File: src/rtl/sram_arb_pkg.sv
// sram_arb_pkg: shared types for the SRAM arbiter; FSM states, port ids, access counter width
package sram_arb_pkg;
  typedef enum logic [1:0] {IDLE, ACCESS, DONE} state_t;
  typedef enum logic {PORT_CPU, PORT_DMA} port_t;
  localparam int CNT_W = 4;
endpackage

File: src/rtl/rr_arb2.sv
// rr_arb2: combinational 2-way round-robin arbiter; req[0]=cpu req[1]=dma, last_grant in, grant id + valid out
import sram_arb_pkg::*;
module rr_arb2 (
  input  logic [1:0] req,
  input  port_t      last_grant,
  output port_t      grant,
  output logic       valid
);
  always_comb begin
    valid = |req;
    grant = &req ? (last_grant == PORT_CPU ? PORT_DMA : PORT_CPU) : (req[1] ? PORT_DMA : PORT_CPU);
  end
endmodule

File: src/rtl/sram_arbiter.sv
// sram_arbiter: grants cpu/dma round-robin, holds registered sram addr/wdata/strobes ACCESS_CYCLES cycles, returns rdata + done pulse; Clk, Reset_n(sync low), cpu_*/dma_* req ports, sram_* pins, busy
import sram_arb_pkg::*;
module sram_arbiter #(
  parameter int ADDR_W        = 20,
  parameter int DATA_W        = 16,
  parameter int ACCESS_CYCLES = 4
) (
  input  logic              Clk,
  input  logic              Reset_n,
  input  logic              cpu_req,
  input  logic              cpu_we,
  input  logic [ADDR_W-1:0] cpu_addr,
  input  logic [DATA_W-1:0] cpu_wdata,
  output logic [DATA_W-1:0] cpu_rdata,
  output logic              cpu_done,
  input  logic              dma_req,
  input  logic              dma_we,
  input  logic [ADDR_W-1:0] dma_addr,
  input  logic [DATA_W-1:0] dma_wdata,
  output logic [DATA_W-1:0] dma_rdata,
  output logic              dma_done,
  output logic [ADDR_W-1:0] sram_addr,
  output logic [DATA_W-1:0] sram_wdata,
  input  logic [DATA_W-1:0] sram_rdata,
  output logic              sram_ce_n,
  output logic              sram_oe_n,
  output logic              sram_we_n,
  output logic              busy
);
  state_t           state, state_nx;
  port_t            gid, last_grant, arb_grant;
  logic [CNT_W-1:0] cnt;
  logic             we, arb_valid, last_cyc, sel_dma, we_sel;
  rr_arb2 u_arb (
    .req       ({dma_req, cpu_req}),
    .last_grant(last_grant),
    .grant     (arb_grant),
    .valid     (arb_valid)
  );
  assign sel_dma  = arb_grant == PORT_DMA;
  assign we_sel   = sel_dma ? dma_we : cpu_we;
  assign last_cyc = cnt == CNT_W'(ACCESS_CYCLES - 1);
  assign busy     = state != IDLE;
  always_ff @(posedge Clk)
    state <= !Reset_n ? IDLE : state_nx;
  always_comb
    state_nx = state == IDLE ? (arb_valid ? ACCESS : IDLE) : state == ACCESS ? (last_cyc ? DONE : ACCESS) : IDLE;
  always_ff @(posedge Clk) begin
    if (!Reset_n) begin
      cnt        <= '0;
      gid        <= PORT_CPU;
      we         <= 1'b0;
      last_grant <= PORT_DMA;
      sram_addr  <= '0;
      sram_wdata <= '0;
      sram_ce_n  <= 1'b1;
      sram_oe_n  <= 1'b1;
      sram_we_n  <= 1'b1;
      cpu_rdata  <= '0;
      dma_rdata  <= '0;
      cpu_done   <= 1'b0;
      dma_done   <= 1'b0;
    end else begin
      cpu_done <= 1'b0;
      dma_done <= 1'b0;
      if (state == IDLE && arb_valid) begin
        gid        <= arb_grant;
        we         <= we_sel;
        sram_addr  <= sel_dma ? dma_addr : cpu_addr;
        sram_wdata <= sel_dma ? dma_wdata : cpu_wdata;
        sram_ce_n  <= 1'b0;
        sram_oe_n  <= we_sel;
        sram_we_n  <= !we_sel;
        cnt        <= '0;
      end else if (state == ACCESS) begin
        cnt <= cnt + 1'b1;
        if (last_cyc) begin
          sram_ce_n <= 1'b1;
          sram_oe_n <= 1'b1;
          sram_we_n <= 1'b1;
          cpu_done  <= gid == PORT_CPU;
          dma_done  <= gid == PORT_DMA;
          if (!we && gid == PORT_CPU) cpu_rdata <= sram_rdata;
          if (!we && gid == PORT_DMA) dma_rdata <= sram_rdata;
        end
      end else if (state == DONE) begin
        last_grant <= gid;
      end
    end
  end
endmodule
File: config.mk
export PLATFORM = sky130hd
export DESIGN_NAME = sram_arbiter
export DESIGN_NICKNAME = d
export VERILOG_FILES = /design/src/rtl/sram_arb_pkg.sv /design/src/rtl/rr_arb2.sv /design/src/rtl/sram_arbiter.sv
export SDC_FILE = /design/constraint.sdc
export NUM_CORES = 1
export LEC_CHECK = 0
export BUFFER_PORTS_ARGS = -buffer_cell sky130_fd_sc_hd__buf_2
export CAP_MARGIN = 10
export CORE_UTILIZATION = 30
export DETAILED_ROUTE_END_ITERATION = 12
export HOLD_SLACK_MARGIN = 0.12
export PLACE_DENSITY_LB_ADDON = 0.1
export REMOVE_ABC_BUFFERS = 1
export SETUP_SLACK_MARGIN = 0.4
export SLEW_MARGIN = 10
export SYNTH_ARGS = -nofsm -noshare
export SYNTH_HDL_FRONTEND = slang
export SYNTH_SLANG_ARGS = --single-unit
File: constraint.sdc
create_clock -name Clk -period 2.62 [get_ports Clk]
set_clock_uncertainty 0.05 [all_clocks]
set_input_delay 0.524 -clock Clk [delete_from_list [all_inputs] [get_ports Clk]]
set_output_delay 0.524 -clock Clk [all_outputs]
set_load 0.02 [all_outputs]
==> impl_metrics.toml, run 1 <==
[synth]
ys_types = 31
avgSynthCellArea_um2 = 9.83
yosysSeqAreaShare_pct = 48.1
synthCells = 347
syn_area_mm2 = 0.00341
yosys_warnings = 0
ys_ff_latch = 82

[setup_path]
rrSetupSlack_ns = 0.68
r2r_start = "cnt[0]"
crit_path_start_kind = "flop"
reg2regPathDepth = 5
crit_required_ns = 2.75
r2r_end = "cpu_rdata[10]"
slowest_delay_ns = 0.50
cp-startpoint = "cnt[0]"
cp_slowest_cell = "o2111ai_4"
path_cells = "ha_1 > nor3b_4 > o2111ai_4 > nand3_1 > o21ai_1"
path_class = "flop to flop"
crit_family = "compound AO/OA/AOI/OAI gates"
cp_max_fo = 32
crit_buf_inv = 0
critical_path.endpoint_type = "flop"
crit_arrival_ns = 2.07

[route]
drt_iter0_markers = 108
wl_met3_um = 462
routed_wl_mm = 8.54
viasPerCell = 4.55
drt-pass1-iter-count = 4
postRouteAntennaNets = 0
wire_per_inst_um = 13.2
wl_met2_mm = 4.05
drc = 0
vias = 2943
met1_length_mm = 3.87
top_layer_used = "met4"

[sta]
timing.final.crit_share_pct = 74.0
hold_viol = 0
worst_pin_slew_ns = 0.926
fmax_mhz = 516
slew_violations = 0
maxSlewHeadroom_pct = 38.2
rsz0062_at_grt = "no"
timing.hold.ws_ns = 0.403
final-setup-viol-count = 0
period_minus_slack_ns = 1.94

[floorplan]
ios = 168
die_h_um = 109
initial_utilization_pct = 31.2
dieArea_mm2 = 0.0118
num_rows = 38
die_x_um = 109
core_area_mm2 = 0.0109

[global_route]
antenna_found_initial = 0
grt_pass1_wl_mm = 13.1
grt_max_degree = 63
grt_usage_pct = 14.4
first_global_vias = 2661
grt.overflow.total = 0

[cts]
cts_made_buffers = 9
cts_sinks = 82
clk_path_buf_depth = 2
clk_latency_ns = 0.32
cts-resized-gates = 0
cts_tree = "yes"
cts.clk_slew.worst_paths_ns = 0.06
post_cts_buffers = 0
clockRootBuffer = "clkbuf_16"
ctsHoldBuffers = 0
cts-htree-levels = 3

[finish]
utilization_pct = 42.0
diodes = 0
n_fill_cell = 1142
stdcell_area_mm2 = 0.00459
nets = 598
multi_input_area_mm2 = 0.00157
area_growth_pct = 34.7
final_layout_size_suffix_gt1_share_pct = 44.2
seqCellArea_mm2 = 0.00164

[pwr]
p_leak_uw = 0.00207
power.density_mw_per_mm2 = 674
ir_worst_vdd_mv = 0.263

[placed_design]
place_area_mm2 = 0.00428
portBuffers = 167
place_hpwl_mm = 5.98
gp_congestion = 0.696

[hold_path]
holdPathStages = 2
min-delay-start = "cpu_rdata[1]"
hp-class = "flop to flop"
hold_end = "cpu_rdata[1]"

[status]
status = "finished clean"

[flow_run]
drv_cap = 0
==> synthesized netlist by cell type, drive strengths merged <==
| library cell | n | area share (%) |
|---|---|---|
| dfxtp | 82 | 48 |
| o21ai | 72 | 12 |
| mux2i | 38 | 11 |
| a21oi | 37 | 5.4 |
| nand3 | 32 | 6.7 |
| nand2 | 23 | 2.5 |
| buf | 22 | 5.0 |
| nor2 | 10 | 1.5 |
| clkbuf | 7 | 0.77 |
| a21boi | 3 | 0.77 |
| inv | 3 | 0.33 |
| nor3 | 3 | 0.44 |
| and2 | 2 | 0.37 |
| nand2b | 2 | 0.37 |
| nor3b | 2 | 1.1 |
| o2111ai | 2 | 1.5 |
| xor2 | 2 | 0.51 |
| ha | 1 | 0.37 |
| nand4 | 1 | 0.18 |
| nor2b | 1 | 0.18 |
| o211ai | 1 | 0.22 |
| xnor2 | 1 | 0.26 |
==> worst min-delay path, stage by stage (launching register included) <==
cell	delay (ns)
dfxtp_1	0.31
nand3_1	0.05
o21ai_1	0.05
==> layout by cell type, fill, tap and decap left out, drive strengths merged <==
master / n
a21boi: 3
a21oi: 37
and2: 2
buf: 173
bufinv: 2
clkbuf: 11
clkinv: 2
dfxtp: 82
ha: 1
inv: 3
mux2i: 38
nand2: 23
nand2b: 2
nand3: 32
nand4: 1
nor2: 11
nor2b: 1
nor3: 3
nor3b: 2
o2111ai: 2
o211ai: 1
o21ai: 72
xnor2: 1
xor2: 2
==> cells by family after synthesis <==
kind of cell | count (synthesis) | share of synthesized area, %
adders and majority gates | 1 | 0.367
xor gates and xnor gates | 3 | 0.771
DFF | 82 | 48.1
buffers and inverters | 32 | 6.13
muxes | 38 | 11.2
and+or+nand+nor | 76 | 13.4
AOI/OAI and AO/OA | 115 | 20.1
==> power breakdown <==
| part | leakage, uW | switching (uW) | total [uW] | internal, uW |
|---|---|---|---|---|
| registers | 0.000672 | 31.7 | 1350 | 1310 |
| clock network | 0.000150 | 488 | 1320 | 834 |
| logic | 0.00125 | 263 | 430 | 166 |
| total | 0.00207 | 783 | 3100 | 2310 |
==> flip-flops by register name, indices dropped and copies added (netlist names) <==
name        cells
sram_ce_n       1
dma_rdata      16
cnt             4
state           2
cpu_rdata      16
sram_addr      20
sram_oe_n       1
dma_done        1
cpu_done        1
we              1
gid             1
sram_we_n       1
sram_wdata     16
last_grant      1
==> per-stage QoR <==
step | cells | power, uW | setup slack, ns | setup TNS, ns
finish | 647 | 3100 | 0.682 | 0
global route | 647 | 3250 | 0.481 | 0
CTS | 646 | 3140 | 0.415 | 0
detailed placement | 631 | 1800 | 0.350 | 0
global placement | 631 | 1800 | 0.436 | 0
floorplan | 318 | 1610 | -0.0995 | -0.166
==> routing by layer <==
layer | track usage, % | vias to the layer above
li1 | - | 1534
met1 | 18.1 | 1313
met2 | 22.9 | 84
met3 | 3.77 | 12
met4 | 6.76 | 0
met5 | 0 | -
==> layout make-up <==
class / instances / area share, %
tap: 140 / 3.81
multi-input combinational: 234 / 34.3
clock inverter: 4 / 1.69
timing repair buffer: 173 / 19.2
inverter: 3 / 0.245
clock buffer: 11 / 5.07
sequential: 82 / 35.7
==> worst max path at each step <==
stage | cells after the start | to | slack, ns
floorplan | 4 | sram_oe_n | -0.1
global placement | 6 | sram_wdata[7] | 0.44
detailed placement | 6 | sram_wdata[7] | 0.35
CTS | 6 | sram_addr[4] | 0.42
global route | 5 | cpu_rdata[2] | 0.48
finish | 5 | cpu_rdata[10] | 0.68
Note: power is estimated with default switching activity, not from simulation.
==> inputs of run 2 (changes only) <==
- clock period: 2.62 -> 1.86 ns (I/O delays scaled with it)
==> impl_metrics.toml, run 2 (synthesis results as in run 1) <==
[sta]
fin_setup_tns_ns = 0
hold_viol = 0
timing.final.crit_share_pct = 84.2
maxSlewHeadroom_pct = 74.7
fmax_mhz = 639
rsz0062_at_grt = "yes"
slew_violations = 0
worst_pin_slew_ns = 0.380
period_minus_slack_ns = 1.57
final-setup-viol-count = 0

[floorplan]
dieArea_mm2 = 0.0118
core_area_mm2 = 0.0109
ios = 168
die_h_um = 109
die_x_um = 109
num_rows = 38
initial_utilization_pct = 31.2

[route]
drt-pass1-iter-count = 5
viasPerCell = 4.65
wire_per_inst_um = 14.0
postRouteAntennaNets = 0
vias = 3102
drc = 0
routed_wl_mm = 9.35
drt_iter0_markers = 99

[pwr]
ir_worst_vdd_mv = 0.533
p_comb_share_pct = 15.2
power_frac_seq_pct = 43.5
intPower_uw = 3180
p_leak_uw = 0.00227
p_sw_uw = 1180
power.density_mw_per_mm2 = 860
share_clk_of_total_power_pct = 41.3
switching_share_pct = 27.1

[global_route]
antenna_found_initial = 0
grt_max_degree = 67
first_global_vias = 2839
grt_usage_pct = 15.8
grt.overflow.total = 0
grt_pass1_wl_mm = 14.2

[setup_path]
crit_path_start_kind = "flop"
crit_required_ns = 2.03
critical_path.endpoint_type = "flop"
path_cells = "ha_2 > nor3b_4 > buf_6 > o2111ai_4 > buf_6 > buf_16 > nand3_2 > o21ai_2"
cp_max_fo = 8
crit_arrival_ns = 1.74
cp_slowest_cell = "dfxtp_2"
path_class = "flop to flop"
slowest_delay_ns = 0.33
critPathMostFrequentCell = "buf_6"

[placed_design]
place_hpwl_mm = 5.67
gp_congestion = 0.693
placedCellCount = 634
portBuffers = 167

[cts]
cts_tree = "yes"
clk_latency_ns = 0.32
cts.clk_slew.worst_paths_ns = 0.07
cts_sinks = 82
cts_made_buffers = 9
clockRootBuffer = "clkbuf_16"
clk_path_buf_depth = 2
cts-htree-levels = 3

[finish]
n_fill_cell = 1049
largest_register_ffs = 20
final_layout_size_suffix_gt1_share_pct = 52.2
seqCellArea_mm2 = 0.00165
area_growth_pct = 48.5
layout_common_cells = "buf_2, dfxtp_1, o21ai_0"
layout_commonest_cell = "buf_2"
final_cells = 667
diodes = 0
top_register = "sram_addr"
multi_input_area_mm2 = 0.00169
nets = 617

[status]
status = "finished clean"

[hold_path]
hp-class = "input pin to flop"

[flow_run]
drv_cap = 0
## run 2: changes by cell type in the layout (fill, tap and decap cells not counted), moves of 2 or more
cell / change
nand3_1: -18
nand3_2: +17
buf_6: +6
buf_12: +5
buf_4: +4
dfxtp_1: -4
buf_16: +3
clkbuf_16: +3
dfxtp_2: +3
o21ai_1: -3
o21ai_2: +3
clkbuf_1: -2
clkinv_2: +2
nor2_2: -2
## run 2: critical path: cells and delay by family (launching register included)
family	cells	cell delay, ns
flops	1	0.33
simple gates	2	0.29
buf+inv	3	0.44
fa+ha+maj	1	0.17
compound gates	2	0.18
## run 2: what timing repair did
action,in CTS,in global routing
setup endpoints to repair,72,39
gates resized for setup,40,10
hold buffers,0,0
buffers inserted,9,2
pin swaps,34,5
gates cloned,5,1
## run 2: per-stage QoR
stage	hold WS [ns]	setup slack [ns]	cell area (um^2)	util, %	total power [uW]
floorplan	0.384	-0.710	3210	-	2260
global placement	0.394	0.271	4350	39.8	2550
detailed placement	0.395	0.217	4350	39.8	2550
CTS	0.235	0.292	5010	45.8	4420
global route	0.254	0.211	5060	46.3	4560
finish	0.262	0.294	5060	46.3	4360
## run 2: layout make-up
cell class                      instances  area share [%]
Inverter                                3           0.272
Sequential cell                        82            32.6
Clock inverter                          7            1.51
Multi-Input combinational cell        233            33.4
Timing Repair Buffer                  193            24.3
Tap cell                              140            3.46
Clock buffer                            9            4.45
## run 2: path summary, 6_finish.rpt
path,startpoint,endpoint,slack (ns),depth (start not counted)
max reg2reg,cnt[0],dma_rdata[6],0.29,8
max,cnt[0],dma_rdata[6],0.29,8
min,sram_rdata[15],dma_rdata[15],0.26,3
min reg2reg,dma_rdata[13],dma_rdata[13],0.41,2
## run 2: power groups by stage
stage / Sequential, uW / Clock, uW / Combinational, uW
6_report: 1890 / 1800 / 664
5_1_grt: 1900 / 1930 / 725
4_1_cts: 1890 / 1860 / 670
3_5_place_dp: 1930 / 0 / 622
3_3_place_gp: 1930 / 0 / 617
2_1_floorplan: 2040 / 0 / 224
## run 2: layer usage
metal / vias up / global-route usage, % / part of all wire [%]
met5: - / 0 / 0
met4: 0 / 5.41 / 1.0
met3: 8 / 4.00 / 4.4
met2: 82 / 25.2 / 47
met1: 1422 / 20.6 / 47
li1: 1590 / - / -
==> inputs of run 3 (changes only) <==
- clock period: 1.86 -> 1.3 ns (I/O delays scaled with it)
==> impl_metrics.toml, run 3 (synthesis results as in run 1) <==
[status]
status = "complete, but fails checks"
violations = "setup timing"

[floorplan]
die_h_um = 109
ios = 168
num_rows = 38
initial_utilization_pct = 31.2
dieArea_mm2 = 0.0118
core_area_mm2 = 0.0109
die_x_um = 109

[finish]
nets = 685
layout_common_cells = "buf_2, buf_6, dfxtp_2"
top_register = "sram_addr"
multi_input_area_mm2 = 0.00191
final_layout_size_suffix_gt1_share_pct = 77.7
n_fill_cell = 932
diodes = 0
largest_register_ffs = 20
stdcell_area_mm2 = 0.00666
utilization_pct = 60.9
layout_commonest_cell = "buf_2"
seqCellArea_mm2 = 0.00175
area_growth_pct = 95.2

[pwr]
power_frac_seq_pct = 37.7
p_comb_share_pct = 24.5
ir_worst_vdd_mv = 0.715
power.density_mw_per_mm2 = 1110
intPower_uw = 5500
p_sw_uw = 1870
share_clk_of_total_power_pct = 37.8
p_leak_uw = 0.00288
switching_share_pct = 25.4

[cts]
ctsHoldBuffers = 0
cts-htree-levels = 3
clk_latency_ns = 0.33
cts_made_buffers = 9
clockRootBuffer = "clkbuf_16"
cts.clk_slew.worst_paths_ns = 0.06
clk_path_buf_depth = 2
cts_tree = "yes"
cts_sinks = 82

[route]
vias = 3453
postRouteAntennaNets = 0
drc = 0
wire_per_inst_um = 14.8
drt-pass1-iter-count = 4
drt_iter0_markers = 76
routed_wl_mm = 10.9
viasPerCell = 4.71

[placed_design]
place_hpwl_mm = 6.05
portBuffers = 167
dp_slack_ns = -0.250
place_area_mm2 = 0.00448
gp_congestion = 0.669

[sta]
final-setup-viol-count = 76
worst_pin_slew_ns = 0.356
slew_violations = 0
maxSlewHeadroom_pct = 76.2
timing.final.crit_share_pct = 117
rsz0062_at_grt = "yes"
period_minus_slack_ns = 1.52
hold_viol = 0
fin_setup_tns_ns = -12.11
worst_slack_ns = -0.222
fmax_mhz = 657

[setup_path]
crit_required_ns = 1.47
crit_arrival_ns = 1.70
crit_path_start_kind = "flop"
slowest_delay_ns = 0.35
cp_max_fo = 8
cp_slowest_cell = "dfxtp_2"
path_cells = "ha_4 > nor3b_4 > o2111ai_4 > clkbuf_16 > nand3_2 > o21ai_2"
path_class = "flop to flop"
critical_path.endpoint_type = "flop"

[global_route]
grt_pass1_wl_mm = 17.0
antenna_found_initial = 0
grt.overflow.total = 0
grt_usage_pct = 18.7
first_global_vias = 3506
grt_max_degree = 54

[flow_run]
drv_cap = 0

[hold_path]
hp-class = "input pin to flop"
==> run 3: worst max-delay path, delay by kind of cell, from the launching register on <==
kind / cells / cell delay [ns]
AND/OR/NAND/NOR: 2 / 0.35
buffers and inverters: 1 / 0.24
flip-flops: 1 / 0.35
AO/OA/AOI/OAI: 2 / 0.28
adder cells (fa/ha/maj): 1 / 0.13
==> run 3: layout make-up <==
class,count,share of cell area (%)
Timing Repair Buffer,261,37.3
Multi-Input combinational cell,233,28.7
Sequential cell,82,26.2
Clock buffer,12,4.00
Tap cell,140,2.63
Clock inverter,2,0.902
Inverter,3,0.207
==> run 3: path summary, 6_finish.rpt <==
kind	slack, ns	endpoint	cells past startpoint	from
max	-0.22	dma_rdata[12]	6	cnt[0]
min	0.14	cpu_rdata[0]	3	sram_rdata[0]
max reg2reg	-0.22	dma_rdata[12]	6	cnt[0]
min reg2reg	0.41	cpu_rdata[2]	2	cpu_rdata[2]
==> run 3: routing by layer <==
metal	global-route usage, %	vias to the layer above	wire, um
met5	0	-	0
met2	31.3	84	5330
li1	-	1715	-
met1	23.4	1640	4820
met3	4.42	14	512
met4	6.95	0	194
==> run 3: repair_timing <==
item / CTS / global route
gates cloned: 8 / 3
endpoints found under the hold margin: 0 / 0
gates resized for setup: 326 / 44
endpoints found under the setup margin: 156 / 156
pin swaps: 17 / 7
setup buffers: 52 / 11
==> run 3: stage by stage <==
| step | std cells | hold slack [ns] | total power (uW) |
|---|---|---|---|
| final | 733 | 0.140 | 7370 |
| after global routing | 733 | 0.147 | 7690 |
| after CTS | 719 | 0.127 | 7340 |
| after detailed placement | 645 | 0.395 | 3700 |
| after global placement | 645 | 0.394 | 3690 |
| after floorplan | 318 | 0.272 | 3240 |
==> run 3: power groups by stage <==
stage | Combinational (uW) | Clock, uW | Sequential, uW
finish | 1810 | 2790 | 2780
global route | 1920 | 2980 | 2790
CTS | 1680 | 2890 | 2770
detailed placement | 941 | 0 | 2760
global placement | 929 | 0 | 2760
floorplan | 320 | 0 | 2920
